[config.mk]
export PLATFORM = sky130hd
export DESIGN_NAME = cache_port_arbiter
export DESIGN_NICKNAME = d
export VERILOG_FILES = /design/src/rtl/cache_port_arbiter.sv
export SDC_FILE = /design/constraint.sdc
export NUM_CORES = 1
export LEC_CHECK = 0
export ABC_AREA = 1
export ABC_CLOCK_PERIOD_IN_PS = 7000
export BUFFER_PORTS_ARGS = -buffer_cell sky130_fd_sc_hd__buf_4
export CAP_MARGIN = 5
export CORE_MARGIN = 3
export CORE_UTILIZATION = 51
export DETAILED_ROUTE_END_ITERATION = 16
export PLACE_DENSITY = 0.82
export SLEW_MARGIN = 20
export SYNTH_ARGS = -nofsm -noshare
export SYNTH_HDL_FRONTEND = slang
export SYNTH_SLANG_ARGS = --single-unit
[constraint.sdc]
create_clock -name clk -period 7 [get_ports clk]
set_input_delay 1.05 -clock clk [delete_from_list [all_inputs] [get_ports clk]]
set_output_delay 1.05 -clock clk [all_outputs]
set_load 0.05 [all_outputs]
[src/rtl/cache_port_arbiter.sv]
`default_nettype none
// ============================================================================
// Module   : cache_port_arbiter
// Purpose  : Shares one cache port between an instruction-fetch requester and
//            a data requester. Each transaction is IDLE -> ISSUE -> WAIT ->
//            DONE. Every output comes straight from a register.
// Config   : ARB_ROUND_ROBIN_EN defined   -> round-robin arbitration
//            ARB_ROUND_ROBIN_EN undefined -> data-first arbitration, with a
//                                            fetch starvation limit
// Revision : 1.0 - initial release
// ============================================================================
module cache_port_arbiter #(
  parameter int ADDR_WIDTH   = 32,
  parameter int DATA_WIDTH   = 32,
  parameter int STARVE_LIMIT = 4
) (
  input  logic                  clk,
  input  logic                  rst,
  // fetch port (read-only)
  input  logic [ADDR_WIDTH-1:0] i_addr,
  input  logic                  i_re,
  output logic [DATA_WIDTH-1:0] i_dout,
  output logic                  i_valid,
  // data port
  input  logic [ADDR_WIDTH-1:0] d_addr,
  input  logic [DATA_WIDTH-1:0] d_din,
  input  logic                  d_re,
  input  logic                  d_we,
  output logic [DATA_WIDTH-1:0] d_dout,
  output logic                  d_valid,
  // cache side
  output logic [ADDR_WIDTH-1:0] core_addr,
  output logic [DATA_WIDTH-1:0] core_din,
  output logic                  core_re,
  output logic                  core_we,
  output logic                  core_complete,
  input  logic [DATA_WIDTH-1:0] core_dout,
  input  logic                  core_data_valid,
  // status
  output logic                  busy
);

  localparam logic [1:0] c_S_IDLE  = 2'd0;
  localparam logic [1:0] c_S_ISSUE = 2'd1;
  localparam logic [1:0] c_S_WAIT  = 2'd2;
  localparam logic [1:0] c_S_DONE  = 2'd3;

  logic [1:0] r_state;
  logic       r_sel_data;   // port that owns the current transaction: 1 = data

  logic w_d_req;
  logic w_any_req;
  logic w_grant_data;

`ifdef ARB_ROUND_ROBIN_EN
  logic r_last_data;        // port granted last: 1 = data, 0 = fetch
`else
  localparam int                 c_CNT_W      = (STARVE_LIMIT < 1) ? 1 : $clog2(STARVE_LIMIT + 1);
  localparam logic [c_CNT_W-1:0] c_STARVE_MAX = c_CNT_W'(STARVE_LIMIT);
  logic [c_CNT_W-1:0] r_starve_cnt;  // consecutive data grants while fetch waited
`endif

  // A data write counts as a data request, even when d_re is low.
  assign w_d_req   = d_re | d_we;
  assign w_any_req = i_re | w_d_req;

  // Arbitration: decide whether the data port wins when the FSM is idle.
`ifdef ARB_ROUND_ROBIN_EN
  assign w_grant_data = w_d_req & (~i_re | ~r_last_data);
`else
  assign w_grant_data = w_d_req & (~i_re | (r_starve_cnt < c_STARVE_MAX));
`endif

  // Transaction FSM, cache strobes, and capture of the returned data.
  always_ff @(posedge clk or posedge rst) begin
    if (rst) begin
      r_state       <= c_S_IDLE;
      r_sel_data    <= 1'b0;
      busy          <= 1'b0;
      core_addr     <= '0;
      core_din      <= '0;
      core_re       <= 1'b0;
      core_we       <= 1'b0;
      core_complete <= 1'b0;
      i_dout        <= '0;
      i_valid       <= 1'b0;
      d_dout        <= '0;
      d_valid       <= 1'b0;
`ifdef ARB_ROUND_ROBIN_EN
      r_last_data   <= 1'b0;
`else
      r_starve_cnt  <= '0;
`endif
    end else begin
      case (r_state)
        c_S_IDLE: begin
          if (w_any_req) begin
            r_state    <= c_S_ISSUE;
            busy       <= 1'b1;
            r_sel_data <= w_grant_data;
            if (w_grant_data) begin
              // A write takes precedence when d_re and d_we are both set.
              core_addr <= d_addr;
              core_din  <= d_din;
              core_we   <= d_we;
              core_re   <= ~d_we;
            end else begin
              core_addr <= i_addr;
              core_we   <= 1'b0;
              core_re   <= 1'b1;
            end
`ifdef ARB_ROUND_ROBIN_EN
            r_last_data <= w_grant_data;
`else
            if (w_grant_data && i_re) begin
              if (r_starve_cnt != c_STARVE_MAX) begin
                r_starve_cnt <= r_starve_cnt + 1'b1;
              end
            end else begin
              r_starve_cnt <= '0;
            end
`endif
          end
        end

        c_S_ISSUE: begin
          r_state <= c_S_WAIT;
        end

        c_S_WAIT: begin
          if (core_data_valid) begin
            r_state       <= c_S_DONE;
            core_re       <= 1'b0;
            core_we       <= 1'b0;
            core_complete <= 1'b1;
            if (r_sel_data) begin
              d_dout  <= core_dout;
              d_valid <= 1'b1;
            end else begin
              i_dout  <= core_dout;
              i_valid <= 1'b1;
            end
          end
        end

        default: begin
          // DONE: the completion pulses last one cycle, then the FSM returns to idle.
          r_state       <= c_S_IDLE;
          busy          <= 1'b0;
          core_complete <= 1'b0;
          i_valid       <= 1'b0;
          d_valid       <= 1'b0;
        end
      endcase
    end
  end

endmodule
`default_nettype wire
Word level (Yosys, flattened, before mapping)
Cells that the tools add are included.
{"block": "op_classes", "addsub": 1, "order_cmp": 1, "n_eq_ne": 8, "n_mux": 23, "n_bitwise": 9, "n_reduce_logical": 16}
{"cell": "$mux W32", "count": 1}
{"cell": "$reduce_and A3 Y1", "count": 7}
{"cell": "$pmux W1 S2", "count": 6}
{"cell": "$mux W1", "count": 11}
{"cell": "$ne A2 B2 Y1 const B", "count": 4}
{"cell": "$reduce_and A2 Y1", "count": 4}
{"cell": "$mux W3", "count": 2}
{"cell": "$pmux W2 S3", "count": 1}
{"cell": "$not A1 Y1", "count": 5}
{"cell": "$mux W2", "count": 2}
{"cell": "$reduce_or A2 Y1", "count": 2}
{"cell": "$add A3 B1 Y3 const B", "count": 1}
{"cell": "$lt A3 B3 Y1 const B", "count": 1}
{"cell": "$ne A3 B3 Y1 const B", "count": 1}
{"cell": "$or A1 B1 Y1", "count": 3}
{"cell": "$eq A2 B1 Y1 const B", "count": 1}
{"cell": "$eq A2 B2 Y1 const B", "count": 1}
{"cell": "$logic_not A2 Y1", "count": 1}
{"cell": "$ne A2 B1 Y1 const B", "count": 1}
{"cell": "$reduce_bool A2 Y1", "count": 1}
{"cell": "$and A1 B1 Y1", "count": 1}
{"cell": "$logic_and A1 B1 Y1", "count": 1}
{"block": "totals", "register_bits": 140, "input_bits": 134, "output_inout_bits": 134, "word_cells": 71}

Depth between registers and ports, before layout
{"block": "depth", "depth_word": 6, "mapped_depth": 8, "mapped_depth_nobuf": 8}

Worst setup path after synthesis
Ideal clock, no wire load.
{"block": "synth_timing", "path_kind": "input-to-reg", "from": "input i_re", "to": "register core_addr[10]", "setup_ns": 0.118, "arrival_ns": 1.799, "t_required_ns": 6.882, "setup_slack_ns": 5.084, "stages": 8, "n_path_buf": 2, "cell_sequence": "nand2_1 > o21ai_4 > inv_2 > buf_2 > buf_2 > nand2_1 > nand3_1 > nand2_1"}
{"block": "synth_between", "elab_chain_len": 4}
{"element": "start: declaration", "line_no": "21", "source": "input logic i_re,"}
{"element": "$not A1 Y1", "line_no": "71", "source": "assign w_grant_data = w_d_req & (~i_re | (r_starve_cnt < c_STARVE_MAX));"}
{"element": "$or A1 B1 Y1", "line_no": "71"}
{"element": "$and A1 B1 Y1", "line_no": "71"}
{"element": "$mux W32", "line_no": "101", "source": "if (w_grant_data) begin"}
{"element": "end signal: assignment", "line_no": "103", "source": "core_addr <= d_addr;"}
{"element": "end signal: assignment", "line_no": "108", "source": "core_addr <= i_addr;"}
{"element": "end: declaration", "line_no": "32", "source": "output logic [ADDR_WIDTH-1:0] core_addr,"}
Several ways; a longest one is shown, not always the timed one.
A chain may end at the register's enable or synchronous reset.

Final worst setup path
{"block": "layout_timing", "from": "input d_we", "to": "register r_sel_data"}
{"block": "layout_between", "elab_chain_len": 3}
{"element": "start: declaration", "line_no": "28", "source": "input logic d_we,"}
{"element": "$or A1 B1 Y1 *", "line_no": "64", "source": "assign w_d_req = d_re | d_we;"}
{"element": "$or A1 B1 Y1", "line_no": "65", "source": "assign w_any_req = i_re | w_d_req;"}
{"element": "$reduce_and A2 Y1 (no source line)"}
{"element": "end signal: assignment", "line_no": "100", "source": "r_sel_data <= w_grant_data;"}
{"element": "end: declaration", "line_no": "49", "source": "logic r_sel_data;"}
Mark *: on every way between the ends. The rest lies on a longest branch, timed or not.

==> impl_metrics.yaml <==
critical_path:
  crit_required_ps: 7240
  arrival_ps: 3740
  worst_setup_path_end_kind: "flop"
  cp-start-kind: "input port"
  critPathMaxFanout: 65
  startpoint: "d_we"
  r2r_start: "r_starve_cnt[2]"
  critical_path_class: "input port to flop"
timing:
  fin_crit_sh: 0.501
  hold_slack_ps: 473
  worstMarginPinSlew_ps: 1060
  finalHoldViolCount: 0
  finalSetupTns_ps: 0
  final.setup.worst_slack_ps: 3500
  fin_skew_ps: 7.62
  grt_setup_unrepaired: "no"
  relSlewSlack: 0.292
  slew_violations: 0
  timing.fmax_mhz: 285
  setup-violations-final: 0
  fin_crit_ps: 3500
power:
  p_per_area_nw_per_um2: 586
  vdd_ir_drop_max_mv: 0.437
  p_leak_uw: 0.00504
  power_uw: 5100
clock_network:
  path_clk_slew_ps: 60
  cts-root-buf: "clkbuf_16"
  numCtsBuffers: 17
  clk_latency_ps: 410
  cts_tree: "yes"
  clk_path_buf_depth: 2
  cts-resized-gates: 0
  cts_setup_buffers: 0
  hold_buffers: 0
  cts.htree.levels: 4
  cts.sinks: 140
layout:
  nets: 1120
  n_antenna_cell: 0
  area_growth_syn_to_layout_pct: 45.3
  drive_above_1_share: 0.309
detailed_routing:
  first_pass_iters: 5
  drt-initial-drc-count: 527
  via_count: 5500
  drc: 0
  wirelength_um: 16600
  ant_nets: 0
  wl_per_cell_um: 14.6
  vias_per_cell: 4.85
grt:
  grt_usage: 0.256
  overflow: 0
  grt_max_degree: 80
  grt_pass1_vias: 5321
  antenna_found_initial: 0
  grt_pass1_wl_um: 26200
logic_synthesis:
  syn-num-nets: 867
  netlist_instances: 727
  ys_types: 16
  seq_area_frac_synth: 0.585
  yosys_warnings: 0
  yosysTopAreaCellShare: 0.585
  yosys.area.top_type: "dfrtp_1"
  synth_seq_cells: 140
  syn_area_per_cell_sq_um: 8.24
  synth_area_leaders: "dfrtp_1, nand2_1, inv_1, nand3_1, o21ai_0"
  syn_area_sq_um: 5990
placement:
  place.gp.congestion: 0.805
  hpwlAfterDp_um: 11700
  portBuffers: 267
  dp_slack_ps: 3050
floorplanning:
  initial_core_util: 0.536
  die_h_um: 114
  rows: 38
  ios: 268
  die_area_sq_um: 13100
  die_w_um: 114
  core-area_sq_um: 11200
min_path:
  worstHoldStart: "core_din[0]"
  hp-class: "flop to flop"
status:
  status: "complete, no violations"
flow_run:
  maxCapViolations: 0
[synthesized netlist by cell type]
master    number
inv_2          2
o21ai_0       67
inv_1        111
nand3_1       71
buf_1          3
a21oi_1        5
nand2_2        1
clkbuf_1      14
o21ai_4        1
nor2_1         8
buf_4          3
buf_2         15
dfrtp_1      140
ha_1           6
nand4_1        2
nand2_1      278
[logic make-up after synthesis]
family	synth area share
simple gates	0.242
compound gates	0.0629
flops	0.585
buf+inv	0.0978
fa+ha+maj	0.0125
[where the power goes]
| part | switching, uW | total, uW | internal, uW |
|---|---|---|---|
| Clock | 345 | 979 | 633 |
| Combinational | 1970 | 2710 | 743 |
| Sequential | 222 | 1410 | 1190 |
[final cells by class]
type | instances | area (sq um)
clock buffers | 18 | 429
clock inverters | 14 | 218
fillers | 797 | 2470
inverters | 113 | 429
multi-input cells | 439 | 1920
flip-flops and latches | 140 | 3500
well taps | 140 | 175
repair buffers | 269 | 2020
[flip-flops by register name (all words and copies together), names as in the netlist]
signal and flops:
d_dout 32, d_valid 1, i_dout 32, r_state 2, i_valid 1, r_starve_cnt 3, r_sel_data 1, busy 1
core_complete 1, core_addr 32, core_din 32, core_we 1, core_re 1
[per-stage QoR]
stage	instance area, sq um	utilization	instances
3_5_place_dp	8040	0.719	1101
2_1_floorplan	5990	-	727
4_1_cts	8680	0.777	1133
6_report	8700	0.778	1133
3_3_place_gp	8040	0.719	1101
5_1_grt	8700	0.778	1133
[metal layers]
metal / wire length, um / share of wire / GRT usage
met1: 6670 / 0.40 / 0.315
met2: 8160 / 0.49 / 0.430
met3: 1170 / 0.071 / 0.0624
met5: 0 / 0 / 0
met4: 560 / 0.034 / 0.116
[critical path: stages]
cell     delay [ps]
buf_4           130
o21ai_4         690
inv_2           670
nand2_1         990
o21ai_0         190
[worst paths after layout]
path / endpoint / cells after the start / slack (ps)
worst max-delay path: r_sel_data / 5 / 3500
worst min-delay path: core_din[0] / 2 / 470
worst max register to register: core_din[29] / 6 / 3890
worst min register to register: core_din[0] / 2 / 470
max in group asynchronous: core_addr[3] / 3 / 4930
min in group asynchronous: i_dout[10] / 2 / 700
[placed cells by master, fill, tap and decap left out, types with 3 or more instances in the layout]
cell,netlist,layout
clkinvlp_4,0,3
nand2_1,278,278
ha_1,6,6
inv_1,111,110
clkbuf_16,0,17
clkinv_4,0,3
nand3_1,71,69
a21oi_1,5,5
bufinv_16,0,5
buf_4,3,269
o21ai_0,67,67
dfrtp_1,140,140
nor2_1,8,8
Power figures use the tool's default switching activity.
